`src/rtl/ball_collision_scheduler.sv`:
```
// Per-frame ball scheduler: moves the ball, scans players round-robin for a hit,
// drives a shared multi-cycle collider and commits at most one collision per frame.
module ball_collision_scheduler #(
    parameter int unsigned NUM_PLAYERS  = 4,
    parameter int unsigned HIT_RADIUS   = 16,
    parameter int unsigned COLLIDER_LAT = 2,
    parameter int          BALL_X0      = 320,
    parameter int          BALL_Y0      = 240,
    parameter int          DIR_X0       = 1,
    parameter int          DIR_Y0       = 1,
    localparam int unsigned IDXW = (NUM_PLAYERS > 1) ? $clog2(NUM_PLAYERS) : 1
) (
    input  logic                       clk,
    input  logic                       rst_n,
    input  logic                       frame_tick,
    input  logic [10*NUM_PLAYERS-1:0]  player_x,
    input  logic [10*NUM_PLAYERS-1:0]  player_y,
    output logic [18:0]                col_ball_x,
    output logic [18:0]                col_ball_y,
    output logic [18:0]                col_dir_x,
    output logic [18:0]                col_dir_y,
    output logic [9:0]                 col_player_x,
    output logic [9:0]                 col_player_y,
    input  logic signed [18:0]         col_new_x,
    input  logic signed [18:0]         col_new_y,
    input  logic signed [18:0]         col_new_dir_x,
    input  logic signed [18:0]         col_new_dir_y,
    output logic signed [18:0]         ball_x,
    output logic signed [18:0]         ball_y,
    output logic signed [18:0]         ball_dir_x,
    output logic signed [18:0]         ball_dir_y,
    output logic                       hit_valid,
    output logic [IDXW-1:0]            hit_player,
    output logic                       busy,
    output logic                       frame_done,
    output logic                       overrun
);

    localparam int unsigned PW    = 10;
    localparam int unsigned CNTW  = $clog2(NUM_PLAYERS + 1);
    localparam int unsigned WAITW = (COLLIDER_LAT > 1) ? $clog2(COLLIDER_LAT) : 1;

    typedef enum logic [2:0] {
        S_IDLE, S_MOVE, S_SCAN, S_WAIT, S_COMMIT, S_DONE
    } state_t;

    state_t            state, next_state;
    logic [IDXW-1:0]   scan_idx;
    logic [IDXW-1:0]   start_ptr;
    logic [CNTW-1:0]   miss_cnt;
    logic [WAITW-1:0]  wait_cnt;
    logic              hit_seen;
    logic              degen_r;

    logic [PW-1:0]     cur_px, cur_py;
    logic signed [19:0] dx, dy, adx, ady;
    logic              hit_now, degen_now;
    logic              hit_valid_d, frame_done_d, busy_d;

    // Round-robin increment of a player index
    function automatic logic [IDXW-1:0] wrap_inc(input logic [IDXW-1:0] i);
        return (32'(i) == NUM_PLAYERS - 1) ? '0 : i + 1'b1;
    endfunction

    // Per-axis window test against the player currently under the scan index
    always_comb begin
        cur_px    = player_x[32'(scan_idx)*PW +: PW];
        cur_py    = player_y[32'(scan_idx)*PW +: PW];
        dx        = {ball_x[18], ball_x} - {10'd0, cur_px};
        dy        = {ball_y[18], ball_y} - {10'd0, cur_py};
        adx       = dx[19] ? -dx : dx;
        ady       = dy[19] ? -dy : dy;
        hit_now   = ($unsigned(adx) < 20'(HIT_RADIUS)) && ($unsigned(ady) < 20'(HIT_RADIUS));
        degen_now = (ball_x == {9'd0, cur_px});
    end

    // State register
    always_ff @(posedge clk or negedge rst_n) begin
        if (!rst_n) state <= S_IDLE;
        else        state <= next_state;
    end

    // Next-state logic
    always_comb begin
        next_state = state;
        case (state)
            S_IDLE:   if (frame_tick) next_state = S_MOVE;
            S_MOVE:   next_state = S_SCAN;
            S_SCAN: begin
                if (hit_now)
                    next_state = (degen_now || COLLIDER_LAT == 0) ? S_COMMIT : S_WAIT;
                else if (miss_cnt == CNTW'(NUM_PLAYERS - 1))
                    next_state = S_DONE;
            end
            S_WAIT:   if (wait_cnt == WAITW'(COLLIDER_LAT - 1)) next_state = S_COMMIT;
            S_COMMIT: next_state = S_DONE;
            S_DONE:   next_state = S_IDLE;
            default:  next_state = S_IDLE;
        endcase
    end

    // Output decode, registered below so pulses align with the state they mark
    always_comb begin
        hit_valid_d  = (next_state == S_COMMIT);
        frame_done_d = (next_state == S_DONE);
        busy_d       = (next_state != S_IDLE);
    end

    // Datapath and output registers
    always_ff @(posedge clk or negedge rst_n) begin
        if (!rst_n) begin
            ball_x       <= 19'(BALL_X0);
            ball_y       <= 19'(BALL_Y0);
            ball_dir_x   <= 19'(DIR_X0);
            ball_dir_y   <= 19'(DIR_Y0);
            col_ball_x   <= '0;
            col_ball_y   <= '0;
            col_dir_x    <= '0;
            col_dir_y    <= '0;
            col_player_x <= '0;
            col_player_y <= '0;
            hit_valid    <= 1'b0;
            hit_player   <= '0;
            busy         <= 1'b0;
            frame_done   <= 1'b0;
            overrun      <= 1'b0;
            scan_idx     <= '0;
            start_ptr    <= '0;
            miss_cnt     <= '0;
            wait_cnt     <= '0;
            hit_seen     <= 1'b0;
            degen_r      <= 1'b0;
        end else begin
            hit_valid  <= hit_valid_d;
            frame_done <= frame_done_d;
            busy       <= busy_d;
            if (frame_tick && busy) overrun <= 1'b1;
            case (state)
                S_MOVE: begin
                    ball_x   <= ball_x + ball_dir_x;
                    ball_y   <= ball_y + ball_dir_y;
                    scan_idx <= start_ptr;
                    miss_cnt <= '0;
                    hit_seen <= 1'b0;
                end
                S_SCAN: begin
                    if (hit_now) begin
                        hit_player <= scan_idx;
                        hit_seen   <= 1'b1;
                        degen_r    <= degen_now;
                        wait_cnt   <= '0;
                        if (!degen_now) begin
                            col_ball_x   <= ball_x;
                            col_ball_y   <= ball_y;
                            col_dir_x    <= ball_dir_x;
                            col_dir_y    <= ball_dir_y;
                            col_player_x <= cur_px;
                            col_player_y <= cur_py;
                        end
                    end else begin
                        scan_idx <= wrap_inc(scan_idx);
                        miss_cnt <= miss_cnt + 1'b1;
                    end
                end
                S_WAIT: wait_cnt <= wait_cnt + 1'b1;
                S_COMMIT: begin
                    if (degen_r) begin
                        ball_dir_y <= -ball_dir_y;
                    end else begin
                        ball_x     <= col_new_x;
                        ball_y     <= col_new_y;
                        ball_dir_x <= col_new_dir_x;
                        ball_dir_y <= col_new_dir_y;
                    end
                end
                S_DONE: start_ptr <= hit_seen ? wrap_inc(hit_player) : wrap_inc(start_ptr);
                default: ;
            endcase
        end
    end

endmodule

```
`config.mk`:
```
export PLATFORM = sky130hd
export DESIGN_NAME = ball_collision_scheduler
export DESIGN_NICKNAME = d
export VERILOG_FILES = /design/src/rtl/ball_collision_scheduler.sv
export SDC_FILE = /design/constraint.sdc
export NUM_CORES = 1
export LEC_CHECK = 0
export CORE_ASPECT_RATIO = 1.1
export CORE_MARGIN = 2
export CORE_UTILIZATION = 33
export DETAILED_ROUTE_END_ITERATION = 10
export DONT_BUFFER_PORTS = 1
export PLACE_DENSITY = 0.53
export SKIP_CTS_REPAIR_TIMING = 1
export SYNTH_ARGS = -nofsm -noshare
export SYNTH_HDL_FRONTEND = slang
export SYNTH_SLANG_ARGS = --single-unit
```
`constraint.sdc`:
```
create_clock -name clk -period 11.1 [get_ports clk]
set_input_delay 2.22 -clock clk [delete_from_list [all_inputs] [get_ports clk]]
set_output_delay 2.22 -clock clk [all_outputs]
set_load 0.02 [all_outputs]
```
==> flow_metrics.py <==
metrics = {
    "power_and_ir_drop": {
        "p_leak_nw": 5.77,
        "share_seq_of_total_power_pct": 29.8,
        "p_int_mw": 2.40,
        "power_density_mw_per_mm2": 368,
        "switching_share_pct": 51.1,
        "peakVddDrop_mv": 0.137,
        "clockPowerShare_pct": 13.1,
        "netSwitchingPower_mw": 2.51,
        "power_frac_comb_pct": 57.2,
    },
    "synth": {
        "synth_edf_count": 0,
        "synth_nets": 1470,
        "synth_ff_type": "dfrtp_1",
        "yosysWarnings": 0,
        "ys_seq_elements": 191,
        "avgSynthCellArea_um2": 9.90,
        "postSynth.asyncResetShare_pct": 100,
        "syn-cell-area_mm2": 0.0123,
        "syn_inst": 1244,
        "synth.distinct_cells": 76,
        "seq_area_frac_synth_pct": 38.9,
    },
    "place": {
        "io_buffers": 0,
        "routabilityCongestion": 0.843,
        "pre_cts_ws_ns": 3.56,
        "post_dp_cell_area_mm2": 0.0128,
        "dp_hpwl_um": 28200,
    },
    "sta": {
        "finalSetupTns_ns": 0,
        "fin_ws_ns": 3.99,
        "timing.final.crit_share_pct": 64.1,
        "slew_viol_final": 0,
        "finalHoldViolCount": 0,
        "skew_ns": 0.0190,
        "setup_viol": 0,
        "rsz0062_at_grt": "no",
        "max_freq_ghz": 0.141,
        "max-slew-margin-rel_pct": 35.1,
        "tightest_slew_ns": 0.973,
        "period_minus_slack_ns": 7.11,
    },
    "clock_tree": {
        "cts_tree": "yes",
        "root_buffer": "clkbuf_16",
        "clock_path_buffers": 2,
        "path_clk_slew_ns": 0.08,
        "cts.htree.levels": 4,
        "cts.sinks": 191,
        "worstSkewPairLatency_ns": 0.48,
        "numCtsBuffers": 17,
    },
    "grt": {
        "grt_pass1_vias": 9431,
        "grt_pass1_wl_um": 57500,
        "grt_overflow_total": 0,
        "antenna_found_initial": 0,
        "grt_max_degree": 192,
        "grt_util_all_layers_pct": 19.4,
    },
    "final_layout": {
        "antenna_cells": 0,
        "layout_commonest_cell": "dfrtp_1",
        "finish.utilization_pct": 36.2,
        "layout-drive-gt1-share_pct": 15.2,
        "final_cell_mix": "182 x dfrtp_1, 118 x a21oi_1, 110 x nor2_1, 102 x mux2_2, 63 x ha_1",
        "design_area_mm2": 0.0134,
        "syn_to_final_growth_pct": 8.50,
        "final_nets": 1436,
    },
    "job": {
        "maxCapViolations": 0,
    },
    "worst_setup_path": {
        "crit_chain": "mux4_2 -> ha_1 -> fa_1 -> nand2b_1 -> a21oi_1 -> o22a_1 -> mux2i_1 -> nand4_1 -> or4_1 -> mux2i_1 -> a2bb2oi_1 -> a211oi_1 -> nand3_2 -> nor3_4 -> buf_4 -> mux2_2",
        "worstPathRequired_ns": 11.46,
        "crit_arrival_ns": 7.47,
        "path_class": "input port to flip-flop",
        "cp-end-kind": "flip-flop",
        "cp_num_buf_inv": 1,
        "startpoint_type": "input port",
        "crit_top_cell": "mux2i_1",
        "critPathTopFamily": "simple AND/OR/NAND/NOR gates",
        "critical_path.slowest_cell": "buf_4",
        "crit_path_max_incr_delay_ns": 0.61,
        "crit_fanout": 58,
    },
    "die": {
        "die_area_mm2": 0.0389,
        "std_cell_rows": 74,
        "pin_count": 337,
        "core_area_mm2": 0.0369,
        "start_util_pct": 33.4,
        "die_h_um": 207,
        "die_w_um": 188,
    },
    "detailed_routing": {
        "wl_per_cell_um": 22.3,
        "via_per_inst": 5.60,
        "route.vias.total": 9611,
        "drt_pass1_iterations": 5,
        "drc": 0,
        "routed_wl_um": 38300,
        "drtIter0Drc": 448,
        "final_antenna_net_count": 0,
    },
    "min_path": {
        "hold_path_class": "flip-flop to flip-flop",
    },
    "status": {
        "status": "finished, final reports clean",
    },
}
-- logic make-up after synthesis --
kind of cell / after synthesis / synth area share [%]
fa+ha+maj: 67 / 7.05
compound gates: 327 / 16.9
buf+inv: 113 / 3.60
simple gates: 338 / 14.0
xor+xnor: 57 / 4.05
flops: 191 / 38.9
mux: 151 / 15.5
-- registers in the layout, summed over array words and instances, names as in the netlist, 19 cells and up --
register    cells
ball_dir_y     19
ball_y         19
ball_x         19
ball_dir_x     19
col_dir_y      19
col_ball_y     19
col_dir_x      19
col_ball_x     19
-- synth_stat cells (13+ instances only) --
library cell  count  area share [%]
mux4_2           20             3.7
a21o_1           15            0.91
nor3_1           38             1.5
mux2_2          102             9.3
nand3_1          33             1.3
inv_1            51             1.6
ha_1             63             6.4
clkbuf_1         45             1.4
mux2_1           19             1.7
o22ai_1          23             1.2
or4_1            17             1.0
o21ai_0          47             1.9
xor2_1           27             1.9
or3_1            15            0.76
a31oi_1          15            0.76
xnor2_1          30             2.1
nand2_1          46             1.4
a21oi_1         119             4.8
o211ai_1         13            0.79
dfrtp_1         183              37
nor2_1          110             3.4
-- power groups by stage --
| stage | registers [mW] | logic (mW) | clock network [mW] |
|---|---|---|---|
| global route | 1.51 | 3.19 | 0.686 |
| finish | 1.46 | 2.81 | 0.643 |
| floorplan | 1.23 | 2.32 | 0 |
| global placement | 1.49 | 2.76 | 0 |
| CTS | 1.48 | 2.81 | 0.666 |
| detailed placement | 1.49 | 2.79 | 0 |
-- stage by stage --
stage | hold WS [ns] | instances | power, mW
6_report | 0.523 | 1717 | 4.92
5_1_grt | 0.527 | 1717 | 5.38
4_1_cts | 0.521 | 1717 | 4.96
2_1_floorplan | 0.473 | 1244 | 3.55
3_5_place_dp | 0.497 | 1685 | 4.29
3_3_place_gp | 0.488 | 1685 | 4.25
-- layout make-up --
class | instances | area [µm²]
Fill cell | 3669 | 23600
Multi-Input combinational cell | 940 | 7110
Sequential cell | 191 | 4790
Tap cell | 494 | 618
Clock buffer | 18 | 429
Inverter | 52 | 195
Clock inverter | 14 | 169
Timing Repair Buffer | 8 | 60.1
-- worst reg2reg max path: stages, from the launching register on --
cell,delay [ns]
dfrtp_2,0.92
mux4_2,0.63
ha_1,0.23
fa_1,0.40
nand2b_1,0.18
a21oi_1,0.34
o22a_1,0.30
mux2i_1,0.27
nand4_1,0.16
or4_1,0.59
mux2i_1,0.15
a2bb2oi_1,0.20
a211oi_1,0.38
nand3_2,0.24
nor3_4,0.20
buf_4,0.61
mux2_2,0.53
-- worst paths after layout --
| path | to | cells past startpoint | startpoint | slack, ns |
|---|---|---|---|---|
| worst max-delay path | col_dir_x[2]$_DFFE_PN0P_ | 16 | player_y[30] | 3.99 |
| worst min-delay path | wait_cnt$_DFFE_PN0P_ | 1 | wait_cnt$_DFFE_PN0P_ | 0.52 |
| worst max register to register | col_dir_x[2]$_DFFE_PN0P_ | 16 | scan_idx[0]$_DFFE_PN0P_ | 4.66 |
| worst min register to register | wait_cnt$_DFFE_PN0P_ | 1 | wait_cnt$_DFFE_PN0P_ | 0.52 |
| max in group asynchronous | ball_dir_y[0]$_DFFE_PN1P_ | 0 | rst_n | 9.33 |
| min in group asynchronous | col_ball_x[11]$_DFFE_PN0P_ | 0 | rst_n | 1.46 |
-- layer usage --
| metal | global-route usage, % | up-vias | share of wire [%] |
|---|---|---|---|
| li1 | - | 4565 | - |
| met1 | 23.2 | 4692 | 41 |
| met2 | 32.6 | 313 | 49 |
| met3 | 6.42 | 41 | 7.6 |
| met4 | 7.26 | 0 | 2.5 |
| met5 | 0 | - | 0 |
Note: power is estimated with default switching activity, not from simulation.
